### config.mk
export PLATFORM = sky130hd
export DESIGN_NAME = evt_sync_report
export DESIGN_NICKNAME = d
export VERILOG_FILES = /design/src/rtl/evt_sync_report.sv
export SDC_FILE = /design/constraint.sdc
export NUM_CORES = 1
export LEC_CHECK = 0
export ABC_AREA = 1
export ABC_CLOCK_PERIOD_IN_PS = 1200
export CAP_MARGIN = 0
export CORE_ASPECT_RATIO = 1.5
export CORE_UTILIZATION = 46
export DETAILED_ROUTE_END_ITERATION = 12
export GPL_TIMING_DRIVEN = 0
export PLACE_DENSITY = 0.73
export SYNTH_ARGS = -nofsm -noshare
export SYNTH_HDL_FRONTEND = slang
export SYNTH_SLANG_ARGS = --single-unit
### constraint.sdc
create_clock -name i1 -period 1.2 [get_ports i1]
set_input_delay 0.24 -clock i1 [delete_from_list [all_inputs] [get_ports i1]]
set_output_delay 0.24 -clock i1 [all_outputs]
set_load 0.01 [all_outputs]
### src/rtl/evt_sync_report.sv
// evt_sync_report: synchronise an async flag, count its rising edges (saturating)
// and hand count snapshots to a consumer over valid/ready.
module evt_sync_report #(
  parameter int SYNC_STAGES = 2,
  parameter int CNT_W       = 8
) (
  input  logic             i1,
  input  logic             i2,
  input  logic             i3,
  input  logic             i4,
  input  logic             i5,
  output logic             o1,
  output logic             o2,
  output logic [CNT_W-1:0] o3,
  output logic             o4,
  output logic             o5
);
  typedef enum logic {IDLE, HOLD} state_t;
  localparam logic [CNT_W-1:0] MAX = '1;
  state_t state, state_nx;
  logic [SYNC_STAGES-1:0] sync;
  logic d, sat_hit, snap, o5_nx;
  logic [CNT_W-1:0] acc, acc_nx, acc_inc, o3_nx;
  assign o1 = sync[SYNC_STAGES-1];
  assign o4 = state == HOLD;
  always_ff @(posedge i1 or negedge i2)
    if (!i2) begin
      sync <= '0;
      d    <= 1'b0;
      o2   <= 1'b0;
    end else begin
      sync <= {sync[SYNC_STAGES-2:0], i3};
      d    <= o1;
      o2   <= o1 & ~d;
    end
  // clear dominates; an IDLE snapshot restarts acc with any same-cycle rise
  always_comb begin
    sat_hit  = o2 && acc == MAX;
    acc_inc  = (o2 && !sat_hit) ? acc + 1'b1 : acc;
    snap     = state == IDLE && acc != '0;
    state_nx = i4 ? IDLE : snap ? HOLD : (state == HOLD && i5) ? IDLE : state;
    acc_nx   = i4 ? '0 : snap ? CNT_W'(o2) : acc_inc;
    o3_nx    = i4 ? '0 : snap ? acc : o3;
    o5_nx    = !i4 && (o5 || sat_hit);
  end
  always_ff @(posedge i1 or negedge i2)
    if (!i2) begin
      state <= IDLE;
      acc   <= '0;
      o3    <= '0;
      o5    <= 1'b0;
    end else begin
      state <= state_nx;
      acc   <= acc_nx;
      o3    <= o3_nx;
      o5    <= o5_nx;
    end
endmodule
==> results.toml, run 1 <==
[finish]
synthToLayoutAreaGrowth_pct = 37.4
nets = 161
nFillCells = 155
final_cells = 174
diodes = 0
finish.instance_area_um2 = 1380
final_cell_mix = "nand2_1, dfrtp_1, buf_4"
final_util = 0.672
drive_gt1_frac = 0.434

[sta]
period_minus_slack_ns = 1.48
worst_slack_ns = -0.283
finalSetupViolCount = 18
tightest_slew_ns = 0.942
skew_ns = 0.00287
hold_violations = 0
drv_slew = 0
tns_ns = -4.03
fin_crit_sh = 1.24
hold_slack_ns = 0.0530
fmax_mhz = 674
rsz0062_at_grt = "yes"
relSlewSlack = 0.371

[power_and_ir_drop]
p_leak_nw = 0.700
fin_total_pwr_mw = 1.90
power.density_nw_per_um2 = 1370
peakVddDrop_mv = 1.15

[global_route]
antenna_found_initial = 0
grt_max_degree = 23
grt_pass1_wl_mm = 3.94
overflow = 0
gr-usage-all-layers = 0.246
grt_pass1_vias = 906

[setup_path]
critical_path.max_fanout = 6
worstPathArrival_ns = 1.73
worstSetupPathType = "register to register"
end_kind = "register"
required_ns = 1.45
start_kind = "register"

[logic_synthesis]
yosysWarnings = 0
syn_nets = 125
synthesis.area_um2 = 1000
synth_cells = 118
syn-mean-instance-area_um2 = 8.50
ys_ff_latch = 22
ys_types = 20
yosysSeqAreaShare = 0.549

[floorplanning]
io_pins = 17
die-area_um2 = 2380
die_w_um = 40.1
fp-row-count = 20
chipHeight_um = 59.2
initial_core_util = 0.489
coreArea_um2 = 2050

[cts]
root_buffer = "clkbuf_4"
cts_tree = "done"
cts_sinks = 22
htreeDepth = 1
numCtsBuffers = 3
clk_pin_slew_ns = 0.12
clkLatencyLatePin_ns = 0.31
cts_buffer_depth = 2

[route]
via_per_inst = 5.61
firstDrtPassIters = 4
routed_wl_mm = 2.74
drt_iter0_markers = 37
drc_errors = 0
detail_route.wl_per_cell_um = 15.8
route.vias.total = 976
final_antenna_net_count = 0

[placement]
dpl.hpwl_mm = 1.48
pre_cts_ws_ns = -0.260
placed_area_um2 = 1220
gp_congestion = 0.782
portBuffers = 16
dpl.cell_count = 156

[run_status]
status = "finished with violations"
violations = "negative setup slack"

[min_path]
hp-class = "input port to async pin"

[job]
maxCapViolations = 0
## path summary, 6_finish.rpt
path / slack [ns] / to / start / depth (start not counted)
worst min register to register: 0.37 / sync[1] / sync[0] / 0
worst min-delay path: 0.05 / o3[4] / i2 / 1
max in group asynchronous: 0.58 / acc[5] / i2 / 1
worst max-delay path: -0.28 / acc[5] / acc[0] / 9
min in group i1: 0.36 / sync[0] / i3 / 1
worst max register to register: -0.28 / acc[5] / acc[0] / 9
## power breakdown
group	leakage [nW]	total, mW	switching, mW	internal (mW)
clock network	0.0138	0.340	0.223	0.117
registers	0.297	0.827	0.0395	0.788
logic	0.389	0.727	0.408	0.319
## critical path, cell delays in order, from the launching register on
cell and delay [ns]:
dfrtp_1 0.44, ha_2 0.22, nand2_2 0.07, nor2_4 0.14, nand2_4 0.07, nand2_4 0.13, nand3_2 0.12, clkinv_2 0.07
nand2_1 0.07, nand2_1 0.10
## area by class of cell
class | count | area (um2) | area share
Buffer | 1 | 11.3 | 0.00817
Clock buffer | 3 | 22.5 | 0.0163
Inverter | 16 | 68.8 | 0.0499
Timing Repair Buffer | 31 | 228 | 0.165
Multi-Input combinational cell | 79 | 470 | 0.341
Sequential cell | 22 | 551 | 0.399
Tap cell | 22 | 27.5 | 0.0200
## cells in the mapped netlist
cell,n,share of area
a21oi_1,2,0.010
buf_6,1,0.011
clkinv_1,1,0.0037
dfrtp_1,22,0.55
ha_1,2,0.025
inv_1,8,0.030
inv_2,7,0.026
nand2_1,32,0.12
nand2_2,3,0.019
nand2_4,1,0.011
nand3_1,5,0.025
nand4_1,3,0.019
nor2_1,12,0.045
nor2_2,3,0.019
nor3_1,3,0.015
o21a_1,1,0.0075
o21ai_0,5,0.025
o21ai_1,5,0.025
o31ai_1,1,0.0075
xor2_1,1,0.0087
## logic make-up after synthesis
kind of cell,synth area share
AOI/OAI and AO/OA,0.0748
adders and majority gates,0.0249
DFF,0.549
and+or+nand+nor,0.272
xor gates and xnor gates,0.00873
buffers and inverters,0.0711
## flip-flops by register name, summed over array words and instances (netlist names)
register and count:
acc 8, d 1, o2 1, o3 8, o4 1, o5 1
sync 2
## per-layer routing
layer | vias up | GRT usage | part of all wire
met5 | - | 0 | 0
met4 | 0 | 0.118 | 0.027
met3 | 11 | 0.0301 | 0.050
met2 | 45 | 0.435 | 0.56
met1 | 477 | 0.272 | 0.37
li1 | 443 | - | -
## repair_timing
action                                  in CTS  in global routing
cloned                                       1                  0
pin swaps                                    5                  4
hold endpoints to repair                     0                  0
hold buffers                                 0                  0
gates resized for setup                     37                 27
endpoints found under the setup margin      30                 49
buffers inserted                            10                  5
Power figures use the tool's default switching activity.
==> inputs of run 2 (changes only) <==
- SETUP_SLACK_MARGIN: unset -> 0.1
==> run 2 against run 1 <==
The flow still finishes with violations (negative setup slack); total power fell by 2.4%; via count fell by 3.8%; clock skew fell by 0.0019 ns; cell count fell by 0.57%; sequential power barely moved; register-to-register slack improved by 0.05 ns; combinational power fell by 5.4%; critical endpoint is now acc[7]; largest cell class unchanged.
==> results.toml, run 2 (same netlist as run 1, synthesis figures left out) <==
[run_status]
status = "finished with violations"
violations = "negative setup slack"

[global_route]
overflow = 0
grt_pass1_wl_mm = 3.62
gr-usage-all-layers = 0.227
antenna_found_initial = 0
grt_pass1_vias = 854
grt_max_degree = 23

[route]
via_per_inst = 5.43
routed_wl_mm = 2.38
drt_iter0_markers = 27
detail_route.wl_per_cell_um = 13.8
final_antenna_net_count = 0
firstDrtPassIters = 4
route.vias.total = 939
drc_errors = 0

[finish]
reg_top3 = "acc (8), o3 (8), sync (2)"
finish.instance_area_um2 = 1400
final_common_cell = "nand2_1"
synthToLayoutAreaGrowth_pct = 39.0
nFillCells = 155
nets = 160
diodes = 0
final_cells = 173
final_cell_mix = "nand2_1, dfrtp_1, buf_4"
drive_gt1_frac = 0.450

[setup_path]
critPathMaxStageDelay_ns = 0.45
cp_num_buf_inv = 3
required_ns = 1.45
worstPathArrival_ns = 1.69
critPathTopFamily = "simple AND/OR/NAND/NOR gates"
end_kind = "register"
worstSetupPathType = "register to register"
start_kind = "register"
critical_path.max_fanout = 5
worstPathCellList = "inv_2, ha_4, nand2_2, nor2_2, nand2_2, nand2_4, nand2_4, inv_4, buf_6, nand2_1, nor2_1"
cp_slowest_cell = "dfrtp_1"

[sta]
rsz0062_at_grt = "yes"
finalSetupViolCount = 18
drv_slew = 0
worst_slack_ns = -0.233
fmax_mhz = 698
period_minus_slack_ns = 1.43
fin_crit_sh = 1.19
relSlewSlack = 0.366
hold_violations = 0
skew_ns = 0.000980
hold_slack_ns = 0.0548
tightest_slew_ns = 0.949

[placement]
gp_congestion = 0.785
dpl.cell_count = 156
dpl.hpwl_mm = 1.49
portBuffers = 16
placed_area_um2 = 1220

[floorplanning]
coreArea_um2 = 2050
initial_core_util = 0.489
chipHeight_um = 59.2
die-area_um2 = 2380
fp-row-count = 20
die_w_um = 40.1
io_pins = 17

[cts]
ctsHoldBuffers = 0
cts_sinks = 22
clkLatencyLatePin_ns = 0.31
cts_buffer_depth = 2
numCtsBuffers = 3
clk_pin_slew_ns = 0.11
htreeDepth = 1
root_buffer = "clkbuf_4"
cts_tree = "done"

[min_path]
hp-class = "input port to async pin"

[power_and_ir_drop]
power.density_nw_per_um2 = 1330
peakVddDrop_mv = 1.15
p_leak_nw = 0.693

[job]
maxCapViolations = 0
run 2: cell types whose count changed in the layout (fill, tap and decap cells not counted), sizes merged:
cell           previous run  this run
buf                      17        27
clkbuf                   13         3
clkdlybuf4s15             1         0
clkinv                    1         0
inv                      15        16
run 2: power breakdown:
group	internal, mW	leakage (nW)	switching (mW)
Sequential	0.788	0.297	0.0385
Clock	0.118	0.0138	0.218
Combinational	0.307	0.382	0.382
Total	1.21	0.693	0.638
run 2: what timing repair did:
action / in CTS / in global routing
pin swaps: 5 / 4
gates resized for setup: 64 / 18
cloned: 1 / 0
endpoints found under the setup margin: 30 / 52
buffers inserted: 11 / 3
run 2: final timing paths:
kind	from	endpoint	slack (ns)	depth (start not counted)
worst max-delay path	acc[1]	acc[7]	-0.23	11
worst max register to register	acc[1]	acc[7]	-0.23	11
worst min-delay path	i2	o3[7]	0.05	1
worst min register to register	sync[0]	sync[1]	0.37	0
min in group i1	i3	sync[0]	0.37	1
max in group asynchronous	i2	sync[0]	0.57	1
run 2: layout make-up:
type	count	area (um2)	share of cell area
plain buffers	1	11.3	0.00807
clock buffers	3	22.5	0.0161
inverters	16	67.6	0.0484
multi-input cells	79	484	0.347
flip-flops and latches	22	551	0.395
well taps	22	27.5	0.0197
repair buffers	30	231	0.166
run 2: stage by stage:
stage	utilization	setup TNS [ns]	setup WS [ns]	power, mW
after detailed placement	0.593	-9.27	-0.286	1.30
after CTS	0.642	-3.00	-0.202	1.79
after global placement	0.593	-8.46	-0.254	1.29
final	0.680	-3.69	-0.233	1.85
after global routing	0.680	-4.73	-0.305	1.94
after floorplan	-	-1.01	-0.0991	1.15
run 2: per-layer routing:
layer / vias to the layer above / track usage / wire length, um
met3: 10 / 0.0414 / 120
li1: 443 / - / -
met1: 451 / 0.259 / 901
met2: 35 / 0.378 / 1270
met4: 0 / 0.123 / 89
met5: - / 0 / 0
